## config.mk

```make
export PLATFORM = sky130hd
export DESIGN_NAME = shifter_seq64
export DESIGN_NICKNAME = d
export VERILOG_FILES = /design/src/rtl/shifter_seq64.sv
export SDC_FILE = /design/constraint.sdc
export NUM_CORES = 1
export LEC_CHECK = 0
export ABC_AREA = 1
export BUFFER_PORTS_ARGS = -buffer_cell sky130_fd_sc_hd__buf_2
export CORE_UTILIZATION = 40
export CTS_CLUSTER_DIAMETER = 150
export DETAILED_ROUTE_END_ITERATION = 6
export PLACE_DENSITY = 0.58
export SETUP_SLACK_MARGIN = 0.4
export SYNTH_ARGS = -nofsm -noshare
export SYNTH_HDL_FRONTEND = slang
export SYNTH_SLANG_ARGS = --single-unit
```

## constraint.sdc

```tcl
create_clock -name clk -period 5.85 [get_ports clk]
set_clock_uncertainty 0.15 [all_clocks]
set_input_delay 0.8775 -clock clk [delete_from_list [all_inputs] [get_ports clk]]
set_output_delay 0.8775 -clock clk [all_outputs]
set_load 0.005 [all_outputs]
```

## src/rtl/shifter_seq64.sv

```systemverilog
// Sequential 64-bit shifter (SRL/SLL/SRA/ROR) that reuses one 32-bit funnel
// shifter over two cycles: the low result word first, then the high word.
module shifter_seq64 #(
  parameter int ENABLE_SRA = 1,
  parameter int ENABLE_ROR = 1
) (
  input  logic        clk,
  input  logic        resetn,
  input  logic        in_valid,
  output logic        in_ready,
  input  logic [1:0]  in_op,
  input  logic [63:0] in_data,
  input  logic [5:0]  in_shamt,
  output logic        out_valid,
  input  logic        out_ready,
  output logic [63:0] out_data,
  output logic        busy
);

  localparam logic [1:0] OP_SRL = 2'b00;
  localparam logic [1:0] OP_SLL = 2'b01;
  localparam logic [1:0] OP_SRA = 2'b10;
  localparam logic [1:0] OP_ROR = 2'b11;

  typedef enum logic [1:0] {IDLE, LO, HI, DONE} state_t;

  state_t      state, state_next;
  logic [1:0]  op_q;
  logic [63:0] x_q;
  logic [5:0]  s_q;
  logic [63:0] data_q;
  logic [1:0]  op_eff;

  logic        rev;
  logic [31:0] wh, wl, fill1, fill2;
  logic [31:0] f_h, f_l;
  logic [31:0] fun_h, fun_l, fun_y;
  logic [63:0] fun_cat;

  function automatic logic [31:0] rev32(input logic [31:0] v);
    logic [31:0] r;
    for (int i = 0; i < 32; i++) r[i] = v[31-i];
    return r;
  endfunction

  // Disabled ops are folded to SRL at accept so the datapath never sees them.
  always_comb begin
    op_eff = in_op;
    if (in_op == OP_SRA && ENABLE_SRA == 0) op_eff = OP_SRL;
    if (in_op == OP_ROR && ENABLE_ROR == 0) op_eff = OP_SRL;
  end

  always_ff @(posedge clk or negedge resetn) begin
    if (!resetn) state <= IDLE;
    else         state <= state_next;
  end

  always_comb begin
    state_next = state;
    case (state)
      IDLE:    if (in_valid) state_next = LO;
      LO:      state_next = HI;
      HI:      state_next = DONE;
      DONE:    if (out_ready) state_next = IDLE;
      default: state_next = IDLE;
    endcase
  end

  assign in_ready  = (state == IDLE);
  assign out_valid = (state == DONE);
  assign busy      = (state != IDLE);

  // SLL swaps the operand words here; the funnel's reflection then turns them
  // into the words of the bit-reflected operand, so one right-shift schedule
  // serves all four ops.
  always_comb begin
    rev   = (op_q == OP_SLL);
    wh    = rev ? x_q[31:0]  : x_q[63:32];
    wl    = rev ? x_q[63:32] : x_q[31:0];
    fill1 = (op_q == OP_SRA) ? {32{x_q[63]}} : 32'h0;
    fill2 = fill1;
    if (op_q == OP_ROR) begin
      fill1 = wl;
      fill2 = wh;
    end
    f_h = wh;
    f_l = wl;
    if (state == HI) begin
      if (s_q[5]) begin
        f_h = fill2;
        f_l = fill1;
      end else begin
        f_h = fill1;
        f_l = wh;
      end
    end else if (s_q[5]) begin
      f_h = fill1;
      f_l = wh;
    end
  end

  always_comb begin
    fun_h   = rev ? rev32(f_h) : f_h;
    fun_l   = rev ? rev32(f_l) : f_l;
    fun_cat = {fun_h, fun_l} >> s_q[4:0];
    fun_y   = rev ? rev32(fun_cat[31:0]) : fun_cat[31:0];
  end

  always_ff @(posedge clk or negedge resetn) begin
    if (!resetn) begin
      op_q   <= 2'b00;
      x_q    <= 64'h0;
      s_q    <= 6'h0;
      data_q <= 64'h0;
    end else begin
      case (state)
        IDLE: if (in_valid) begin
          op_q <= op_eff;
          x_q  <= in_data;
          s_q  <= in_shamt;
        end
        LO: if (rev) data_q[63:32] <= fun_y;
            else     data_q[31:0]  <= fun_y;
        HI: if (rev) data_q[31:0]  <= fun_y;
            else     data_q[63:32] <= fun_y;
        default: ;
      endcase
    end
  end

  assign out_data = data_q;

endmodule
```

======== After elaboration in Yosys (flattened, before gate mapping) ========
Cells that the tools add are included.
storage, ports and cells
  register bits ........................... 138
  input port bits ......................... 76
  output and inout port bits .............. 67
operators by class
  equality and inequality tests ........... 12
  shift operators ......................... 1
  multiplexer cells ....................... 19
  reductions and logical operators ........ 7
operators by type and width
  kind                                                              number
  32-bit 2-to-1 mux                                                 15
  64-bit case mux with 2 select lines                               1
  64-bit by 5-bit >> shifter with 32-bit output                     1
  2-bit != test (second input constant)                             5
  2-bit == test (second input constant)                             4
  2-bit case mux with 4 select lines                                1
  3-bit AND reduction                                               2
  2-bit by 1-bit == test with 1-bit output (second input constant)  2
  2-bit 2-to-1 mux                                                  2
  2-bit AND reduction                                               2
  2-bit nonzero test                                                2
  2-bit logical NOT                                                 1
  2-bit by 1-bit != test with 1-bit output (second input constant)  1

======== Logic depth before layout (Yosys ltp) ========
  word-level depth ........................ 10
  gate-level depth with buffers ........... 19

======== Worst setup path before layout ========
OpenSTA, ideal clock, no wires.
  kind .................................... register -> register
  start ................................... register state[0]
  end ..................................... register data_q[13], in the netlist out_data[13]
  setup time .............................. 0.066 ns
  data arrival time ....................... 2.083 ns
  required time ........................... 5.634 ns
  setup slack ............................. 3.551 ns
  stages on the path, launching flop included .. 16
  path buffers ............................ 2
  period minus slack after synthesis ...... 2.299 ns
  path through ............................ dfrtp_1 inv_1 ha_1 inv_1 buf_2 buf_1 nand3_1 nand3_1 nand3_1 nand3_1 nand3_1 nand3_1 nand3_1 nand3_2 nand3_1 nand2_1
between the ends
  longest elaborated chain between the ends .. 7
  elaborated cells between the ends (all ways) .. 15
ends and longest elaborated chain
  item                                           line      source
  from (decl)                                    27        state_t state, state_next;
  from (signal assigned)                         55        else state <= state_next;
  2-bit == test                                  88, 116
  32-bit 2-to-1 mux                              88        if (state == HI) begin
  32-bit 2-to-1 mux (on tied branches)           104, 103
  64-bit by 5-bit >> shifter with 32-bit output  105       fun_cat = {fun_h, fun_l} >> s_q[4:0];
  32-bit 2-to-1 mux                              106       fun_y = rev ? rev32(fun_cat[31:0]) : fun_cat[31:0];
  32-bit 2-to-1 mux (on tied branches)           124, 122
  64-bit case mux with 2 select lines            116       case (state)
  to (signal assigned)                           123       else data_q[31:0] <= fun_y;
  to (signal assigned)                           124       HI: if (rev) data_q[31:0] <= fun_y;
  to (decl)                                      31        logic [63:0] data_q;
Several ways; a longest one is shown, not always the timed one. The select of a mux whose other input is x is not followed.
A chain may end at the register's enable or synchronous reset.

======== Worst setup path in the final report ========
  start ................................... register op_q[1]
  end ..................................... register data_q[60], in the netlist out_data[60]
between the ends
  longest elaborated chain between the ends .. 10
  elaborated cells between the ends (all ways) .. 23
ends and longest elaborated chain
  item                                                                       line        source
  from (decl)                                                                28          logic [1:0] op_q;
  from (signal assigned)                                                     118         op_q <= op_eff;
  2-bit == test or 2-bit by 1-bit == test with 1-bit output (tied branches)  80, 77
  32-bit 2-to-1 mux (on tied branches)                                       80, 78, 79
  32-bit 2-to-1 mux                                                          82          if (op_q == OP_ROR) begin
  32-bit 2-to-1 mux (on tied branches)                                       89, 96
  32-bit 2-to-1 mux                                                          88
  32-bit 2-to-1 mux (on tied branches)                                       104, 103
  64-bit by 5-bit >> shifter with 32-bit output                              105
  32-bit 2-to-1 mux                                                          106
  32-bit 2-to-1 mux (on tied branches)                                       124, 122
  64-bit case mux with 2 select lines                                        116
  to (signal assigned)                                                       122         LO: if (rev) data_q[63:32] <= fun_y;
  to (signal assigned)                                                       125         else data_q[63:32] <= fun_y;
Several ways; a longest one is shown, not always the timed one. The select of a mux whose other input is x is not followed.

==> results.py <==
metrics = {
    "run_status": {
        "status": "finished clean",
    },
    "route": {
        "dr.first_iter.drc_count": 1498,
        "num_vias": 14100,
        "drc": 0,
        "ant_nets": 0,
        "wl_per_cell_um": 19.5,
        "dr.pass1.iters": 7,
        "drt_wl_total_mm": 45.8,
        "via_per_inst": 6.01,
    },
    "yosys": {
        "syn_nets": 2015,
        "synth-edff-count": 0,
        "synth_commonest_cells": "nand3_1 (1059), nand2_1 (312), dfrtp_1 (138)",
        "synth_top_area_share_pct": 43.7,
        "synth_seq_area_share_pct": 28.5,
        "async_flop_share_pct": 100,
        "ys.flop_type": "dfrtp_1",
        "yosysTopAreaCell": "nand3_1",
        "synth.distinct_cells": 27,
        "yosysWarnings": 0,
        "synth_cells": 1935,
        "synth.most_common_cell": "nand3_1",
        "synth_area_um2": 12100,
        "yosys-top-cells-area": "nand3_1 (44%), dfrtp_1 (28%), nand2_1 (9.7%)",
        "ys_ff_latch": 138,
        "syn_area_per_cell_um2": 6.27,
    },
    "timing": {
        "rsz0062_at_grt": "false",
        "fin_crit_sh_pct": 66.1,
        "achievable-frequency_mhz": 258,
        "hold_viol": 0,
        "tns_ns": 0,
        "worstMarginPinSlew_ns": 1.17,
        "final-setup-viol-count": 0,
        "slew_headroom_pct": 22.1,
        "maxSlewViolCount": 0,
        "fin_crit_ns": 3.87,
    },
    "cts": {
        "postCtsSetupBuffers": 0,
        "clk_pin_slew_worst_paths_ns": 0.06,
        "cts.path.max_buffers": 2,
        "cts_resized": 0,
        "root_buffer": "clkbuf_16",
        "ctsHtreeMaxLevel": 4,
        "worst_skew_pair.late_latency_ns": 0.45,
        "cts_tree": "built",
        "clock-sinks": 138,
        "cts_inserted_buffers": 17,
        "cts-hold-fix-buffers": 0,
    },
    "global_routing": {
        "grt_usage_pct": 30.5,
        "antenna_found_initial": 0,
        "grt_start_max_net_pins": 117,
        "grt-ovfl-total": 0,
        "grt_pass1_vias": 13500,
        "grt_first_pass_wirelength_mm": 73.8,
    },
    "placed_design": {
        "gp_congestion": 0.975,
        "dp_hpwl_mm": 33.2,
        "port_buffers": 142,
    },
    "floorplan": {
        "die_h_um": 176,
        "coreArea_um2": 29700,
        "die_x_um": 176,
        "row_count": 63,
        "dieArea_um2": 31000,
        "io_pins": 143,
        "initial_core_util_pct": 40.8,
    },
    "min_path": {
        "min_path_type": "input pin to async pin",
    },
    "setup_path": {
        "critical_path_arrival_ns": 4.10,
        "crit_path_end_kind": "flop",
        "crit_path_max_fanout": 89,
        "crit_type": "flop to flop",
        "critPathRequiredTime_ns": 6.08,
        "worstSetupStartpointType": "flop",
    },
    "layout": {
        "drive_gt1_share_pct": 12.6,
        "fin_nets": 2029,
        "diodes": 0,
        "area_growth_pct": 9.29,
    },
    "job": {
        "maxCapViolCount": 0,
    },
}
path summary, 6_finish.rpt:
kind                         startpoint            to  slack (ns)  cells after the start
min in group clk           out_data[54]  out_data[54]        0.33                      2
hold / removal                   resetn       op_q[0]        0.30                      1
hold reg to reg            out_data[54]  out_data[54]        0.33                      2
setup / recovery                op_q[1]  out_data[60]        1.98                     12
setup reg to reg                op_q[1]  out_data[60]        1.98                     12
max in group asynchronous        resetn       op_q[1]        4.06                      2
worst max-delay path: stages, from the launching register on:
cell and delay [ns]:
dfrtp_2 0.78, nand3_4 0.86, nand3_1 0.37, nand3_1 0.14
nand3_1 0.12, nand3_1 0.18, nand3_1 0.22, nand3_1 0.15
nand3_1 0.16, nand3_1 0.18, nand3_1 0.26, nand3_1 0.11
nand2_1 0.07
cell usage in the layout, fill, tap and decap left out, types with 4 or more instances in the layout:
cell,instances
buf_2,141
inv_2,4
inv_1,67
nand2_4,4
mux2_2,8
nand2_1,311
dfrtp_2,5
nand3_2,22
clkinvlp_4,4
nand3_1,1059
nor2_1,71
clkbuf_16,17
a21oi_1,65
buf_4,21
dfrtp_1,133
metrics by stage:
| stage | setup WS (ns) | cells | util, % | instance area [um2] | hold WS [ns] |
|---|---|---|---|---|---|
| global route | 1.71 | 2352 | 44.6 | 13300 | 0.350 |
| floorplan | 3.55 | 1935 | - | 12100 | 0.323 |
| detailed placement | 2.15 | 2320 | 42.7 | 12700 | 0.313 |
| CTS | 2.13 | 2352 | 44.6 | 13300 | 0.330 |
| finish | 1.98 | 2352 | 44.6 | 13300 | 0.296 |
| global placement | 2.13 | 2320 | 42.7 | 12700 | 0.309 |
layer usage:
metal	global-route usage, %	part of all wire, %	vias to the layer above
li1	-	-	6797
met1	40.7	44	6786
met2	49.7	47	486
met3	4.39	5.4	76
met4	11.3	3.1	0
met5	0	0	-
logic make-up after synthesis:
| kind of cell | Yosys count | share of synthesized area (%) |
|---|---|---|
| adders and majority gates | 4 | 0.413 |
| AOI/OAI and AO/OA | 68 | 2.84 |
| DFF | 138 | 28.5 |
| buffers and inverters | 243 | 9.25 |
| and+or+nand+nor | 1474 | 58.3 |
| muxes | 8 | 0.743 |
layout make-up:
type                    instances  area, um2
clock buffers                  20        467
clock inverters                12       88.8
fillers                      3226      16500
inverters                      74        283
multi-input cells            1554       7580
flip-flops and latches        138       3460
well taps                     390        488
repair buffers                164        895
registers in the layout, indices dropped and copies added, names as in the netlist:
register / flops
x_q: 64
state: 2
op_q: 2
s_q: 6
out_data: 64
Power is left out: the tool's default activity adds up to more than one toggle a clock period on the data nets, which glitch-free logic cannot reach.
